==> src/rtl/bandit_environment_if.sv <==
// rtl/bandit_environment_if.sv - action, reward and config handshake bundle for bandit_environment
interface bandit_environment_if;
  logic       action_valid;
  logic [7:0] action_data;
  logic       action_ready;
  logic       reward_valid;
  logic [7:0] reward_data;
  logic       reward_ready;
  logic       config_valid;
  logic [7:0] config_addr;
  logic [7:0] config_prob;
  logic [7:0] config_payoff;

  modport master (
    output action_valid, action_data, reward_ready,
    output config_valid, config_addr, config_prob, config_payoff,
    input  action_ready, reward_valid, reward_data
  );

  modport slave (
    input  action_valid, action_data, reward_ready,
    input  config_valid, config_addr, config_prob, config_payoff,
    output action_ready, reward_valid, reward_data
  );
endinterface

==> src/rtl/bandit_environment.sv <==
// rtl/bandit_environment.sv - multi-armed bandit environment: per-arm payout table, LFSR draw, delayed reward
module bandit_environment #(
  parameter int unsigned DELAY = 10,
  parameter logic [15:0] SEED  = 16'hACE1
) (
  input  logic                 clock,
  input  logic                 reset,
  bandit_environment_if.slave  bus,
  output logic [15:0]          pulls
);
  typedef enum logic [1:0] {IDLE, WAIT, REWARD} state_t;

  localparam logic [7:0] DELAY_CNT = 8'(DELAY);

  state_t      state;
  logic [7:0]  delay_cnt;
  logic [15:0] lfsr;
  logic        lfsr_fb;
  logic [7:0]  prob_tbl   [256];
  logic [7:0]  payoff_tbl [256];
  logic [7:0]  lat_prob;
  logic [7:0]  lat_payoff;
  logic [7:0]  lat_rnd;
  logic        reward_valid_q;
  logic [7:0]  reward_data_q;
  logic        accept;
  logic        reward_done;

  function automatic logic [7:0] payout(input logic [7:0] prob, input logic [7:0] payoff,
                                        input logic [7:0] rnd);
    return ((prob == 8'hFF) || (rnd < prob)) ? payoff : 8'h00;
  endfunction

  // Ready is gated by reset so it is low during reset and high right after release.
  assign bus.action_ready = (state == IDLE) && !reset;
  assign bus.reward_valid = reward_valid_q;
  assign bus.reward_data  = reward_data_q;

  assign accept      = bus.action_valid && bus.action_ready;
  assign reward_done = reward_valid_q && bus.reward_ready;
  assign lfsr_fb     = lfsr[15] ^ lfsr[13] ^ lfsr[12] ^ lfsr[10];

  // Table is not reset; a write in the accepting cycle lands after the old entry is read.
  always_ff @(posedge clock) begin
    if (bus.config_valid) begin
      prob_tbl[bus.config_addr]   <= bus.config_prob;
      payoff_tbl[bus.config_addr] <= bus.config_payoff;
    end
  end

  always_ff @(posedge clock or posedge reset) begin
    if (reset) begin
      state          <= IDLE;
      delay_cnt      <= 8'd0;
      lfsr           <= SEED;
      pulls          <= 16'd0;
      reward_valid_q <= 1'b0;
      reward_data_q  <= 8'h00;
      lat_prob       <= 8'h00;
      lat_payoff     <= 8'h00;
      lat_rnd        <= 8'h00;
    end else begin
      lfsr <= {lfsr[14:0], lfsr_fb};
      case (state)
        IDLE: begin
          if (accept) begin
            lat_prob   <= prob_tbl[bus.action_data];
            lat_payoff <= payoff_tbl[bus.action_data];
            lat_rnd    <= lfsr[7:0];
            if (pulls != 16'hFFFF) begin
              pulls <= pulls + 16'd1;
            end
            if (DELAY_CNT == 8'd0) begin
              state          <= REWARD;
              reward_valid_q <= 1'b1;
              reward_data_q  <= payout(prob_tbl[bus.action_data], payoff_tbl[bus.action_data],
                                       lfsr[7:0]);
            end else begin
              state     <= WAIT;
              delay_cnt <= DELAY_CNT;
            end
          end
        end
        WAIT: begin
          delay_cnt <= delay_cnt - 8'd1;
          if (delay_cnt == 8'd1) begin
            state          <= REWARD;
            reward_valid_q <= 1'b1;
            reward_data_q  <= payout(lat_prob, lat_payoff, lat_rnd);
          end
        end
        REWARD: begin
          if (reward_done) begin
            state          <= IDLE;
            reward_valid_q <= 1'b0;
          end
        end
        default: begin
          state          <= IDLE;
          reward_valid_q <= 1'b0;
        end
      endcase
    end
  end
endmodule

==> src/flat_wrapper.sv <==
// flat-port wrapper written by rule: the top's interface ports become plain ports
module bandit_environment_flat 
#(
  parameter int unsigned DELAY = 10,
  parameter logic [15:0] SEED  = 16'hACE1
)
  (clock, reset, pulls, bus_action_valid, bus_action_data, bus_reward_ready, bus_config_valid, bus_config_addr, bus_config_prob, bus_config_payoff, bus_action_ready, bus_reward_valid, bus_reward_data);
  bandit_environment_if bus_i ();
  input  logic clock;
  input  logic reset;
  output logic [15:0] pulls;
  input wire logic [$bits(bus_i.action_valid)-1:0] bus_action_valid;
  input wire logic [$bits(bus_i.action_data)-1:0] bus_action_data;
  input wire logic [$bits(bus_i.reward_ready)-1:0] bus_reward_ready;
  input wire logic [$bits(bus_i.config_valid)-1:0] bus_config_valid;
  input wire logic [$bits(bus_i.config_addr)-1:0] bus_config_addr;
  input wire logic [$bits(bus_i.config_prob)-1:0] bus_config_prob;
  input wire logic [$bits(bus_i.config_payoff)-1:0] bus_config_payoff;
  output wire logic [$bits(bus_i.action_ready)-1:0] bus_action_ready;
  output wire logic [$bits(bus_i.reward_valid)-1:0] bus_reward_valid;
  output wire logic [$bits(bus_i.reward_data)-1:0] bus_reward_data;
  assign bus_i.action_valid = bus_action_valid;
  assign bus_i.action_data = bus_action_data;
  assign bus_i.reward_ready = bus_reward_ready;
  assign bus_i.config_valid = bus_config_valid;
  assign bus_i.config_addr = bus_config_addr;
  assign bus_i.config_prob = bus_config_prob;
  assign bus_i.config_payoff = bus_config_payoff;
  assign bus_action_ready = bus_i.action_ready;
  assign bus_reward_valid = bus_i.reward_valid;
  assign bus_reward_data = bus_i.reward_data;
  bandit_environment #(.DELAY(DELAY), .SEED(SEED)) u_core (.clock(clock), .reset(reset), .bus(bus_i), .pulls(pulls));
endmodule
==> config.mk <==
export PLATFORM = sky130hd
export DESIGN_NAME = bandit_environment_flat
export DESIGN_NICKNAME = d
export VERILOG_FILES = /design/src/rtl/bandit_environment_if.sv /design/src/rtl/bandit_environment.sv /design/src/flat_wrapper.sv
export SDC_FILE = /design/constraint.sdc
export NUM_CORES = 2
export LEC_CHECK = 0
export CORE_MARGIN = 2
export CORE_UTILIZATION = 60
export DETAILED_ROUTE_END_ITERATION = 12
export PLACE_DENSITY = 0.76
export SYNTH_ARGS = -nofsm -noshare
export SYNTH_HDL_FRONTEND = slang
export SYNTH_SLANG_ARGS = --single-unit
==> constraint.sdc <==
create_clock -name clock -period 3.13 [get_ports clock]
set_input_delay 0.626 -clock clock [delete_from_list [all_inputs] [get_ports clock]]
set_output_delay 0.626 -clock clock [all_outputs]
set_load 0.05 [all_outputs]
==> impl_metrics.toml <==
[power_and_ir_drop]
finalPower_mw = 117
p_int_mw = 91.5
peakVddDrop_uv = 608
p_leak_nw = 60.5
seq_power_share_pct = 52.9
power_frac_clock_pct = 41.1
sw_frac_of_total_pct = 21.9
comb_power_share_pct = 6.0
p_sw_mw = 25.7
powerDensity_nw_per_um2 = 627

[floorplanning]
start_util_pct = 60.4
rows = 188
core_sq_um = 263000
die_y_microns = 519
io_pins = 63
fp.dieW_microns = 519
die_area_sq_um = 269000

[clocking]
post_cts_buffers = 0
cts_max_path_buffers = 4
clkTransAtPathRegs_ns = 0.06
cts.sinks = 4171
cts_tree = "done"
numCtsBuffers = 398
h-tree-depth = 5
cts-root-buf = "clkbuf_16"
clkLatencyLatePin_ns = 0.98

[cells_and_area]
final_cell_area_sq_um = 187000
drive_gt1_share_pct = 30.6
area_growth_pct = 17.8
most-common-layout-cells = "edfxtp_1, mux4_2, buf_4"
instances_no_fill = 12100
final_util_pct = 71.2
fin_nets = 8281
final_common_cell = "edfxtp_1"

[logic_synthesis]
ys_ff_latch = 4171
avgSynthCellArea_sq_um = 22.2
ys_warn_count = 0
netlist_area_sq_um = 159000
yosysSeqAreaShare_pct = 78.6
synth_nets = 7209
ys.flop_type = "edfxtp_1"
ys_async_sr_fraction_pct = 1.80
synthCells = 7162
ys_types = 58
synth-edff-count = 4096

[setup_path]
worstSetupStartpoint = "bus_action_data[2]"
r2r_end = "u_core.lat_payoff[4]"
worstPathMaxFanout = 13
r2r_setup_slack_ns = 0.07
critPathLaunchType = "primary input"
crit_path_end_kind = "flop"
crit_arrival_ns = 4.07
ff2ff_path_depth = 10
crit_required_ns = 4.00
critPathKind = "primary input to flop"
r2r-start = "u_core.state[0]"

[timing]
setup_tns_ns = -0.0695
drv_slew = 2
rsz0062_at_grt = "false"
setup_ws_ns = -0.0695
hold_viol = 0
fin_skew_ns = 0.0620
tightest_slew_ns = 1.51
hold-worst-slack_ns = 0.0460
fmax_mhz = 313
max-slew-margin-rel_pct = -1.87
layout_min_cycle_time_ns = 3.20
finalCritPeriodShare_pct = 102
setup_viol = 1

[placement]
post-place-ws_ns = -1.06
placed_cell_area_sq_um = 174000
place_inst = 11300
port_buffers = 62
gp_congestion = 0.897
place_hpwl_microns = 258000

[global_routing]
grt-ovfl-total = 0
grt_max_degree = 120
first_global_vias = 84100
grt_usage_pct = 32.0
grt_pass1_wl_microns = 612000
antenna_found_initial = 23

[run_status]
violations = "max-capacitance violations, max-slew violations, negative setup slack"
status = "finished with violations"

[drt]
drtIter0Drc = 13300
vias_per_cell = 6.95
wl_per_cell_microns = 35.6
wl_microns = 429000
via_count = 83900
ant_nets = 0
drcViolationCount = 0
drt_first_pass_iters = 7

[job]
maxCapViolations = 1

[worst_hold_path]
min_path_type = "primary input to flop"
min_to = "u_core.prob_tbl[210][1]"
hp-start = "bus_config_prob[1]"
holdPathStages = 1
state kept, by name, summed over array words and instances (netlist names):
name,cells
u_core.bus.reward_valid,1
u_core.lfsr,16
u_core.payoff_tbl,2048
u_core.lat_payoff,8
u_core.lat_prob,8
u_core.delay_cnt,8
u_core.bus.reward_data,8
u_core.pulls,16
u_core.prob_tbl,2048
u_core.lat_rnd,8
u_core.state,2
how the worst max path moves through the flow:
stage | slack [ns] | to
floorplan | 0.27 | u_core.lat_payoff[6]
global placement | -1.06 | u_core.lat_payoff[4]
detailed placement | -1.06 | u_core.lat_payoff[4]
CTS | 0.01 | u_core.lat_payoff[2]
global route | 0.006 | u_core.lat_prob[1]
finish | -0.07 | u_core.lat_prob[1]
cell families (layout without fill, tap and decap cells):
family | after synthesis | count (layout) | synth area share [%]
flops | 4171 | 4171 | 78.6
buf+inv | 425 | 1820 | 1.33
mux | 1221 | 1221 | 15.0
other cells | 0 | 7 | 0
xor+xnor | 18 | 18 | 0.0992
compound gates | 651 | 651 | 2.96
fa+ha+maj | 10 | 10 | 0.0787
simple gates | 666 | 666 | 1.89
layer usage:
| layer | track usage (%) | share of wire [%] | up-vias |
|---|---|---|---|
| li1 | - | - | 32600 |
| met1 | 43.4 | 34 | 43700 |
| met2 | 50.7 | 48 | 6553 |
| met3 | 7.15 | 12 | 1011 |
| met4 | 13.7 | 5.1 | 20 |
| met5 | 0 | 0.030 | - |
layout make-up:
class | count | area [sq um]
diodes | 7 | 17.5
clock buffers | 481 | 10400
clock inverters | 242 | 2700
fillers | 14400 | 75800
inverters | 11 | 42.5
multi-input cells | 2566 | 32000
flip-flops and latches | 4171 | 125000
well taps | 3515 | 4400
repair buffers | 1086 | 12700
critical path: stages:
cell and delay, ns:
buf_4 0.25, and2_4 0.31, nand2b_2 0.19, buf_12 0.21, buf_4 0.16, o221ai_1 0.26, a211oi_1 0.11, buf_4 0.16
nor4_1 1.19, a31oi_1 0.16, buf_4 0.25, o211ai_1 0.16
power by group through the flow:
stage | Sequential, mW | Combinational (mW) | Clock (mW)
floorplan | 63.2 | 3.04 | 0
finish | 62.0 | 7.02 | 48.2
detailed placement | 63.1 | 6.80 | 0
CTS | 62.0 | 6.94 | 48.6
global placement | 63.1 | 6.61 | 0
global route | 62.0 | 7.27 | 50.5
cells in the mapped netlist, drive strengths merged, types with 55 or more instances:
master,n,area share (%)
nand3,80,0.25
nand2,125,0.30
o221ai,94,0.52
nor2,325,0.77
edfxtp,4096,77
clkbuf,197,0.47
buf,217,0.84
a21oi,56,0.18
o21ai,55,0.17
dfrtp,67,1.1
a211oi,78,0.37
o22ai,95,0.37
mux2i,271,1.7
a22oi,129,0.61
mux4,932,13
what timing repair did:
item | CTS | global route
hold endpoints to repair | 29 | 0
setup endpoints to repair | 4 | 2
hold buffers | 2 | 0
gates resized for setup | 4 | 2
Note: power is estimated with default switching activity, not from simulation.
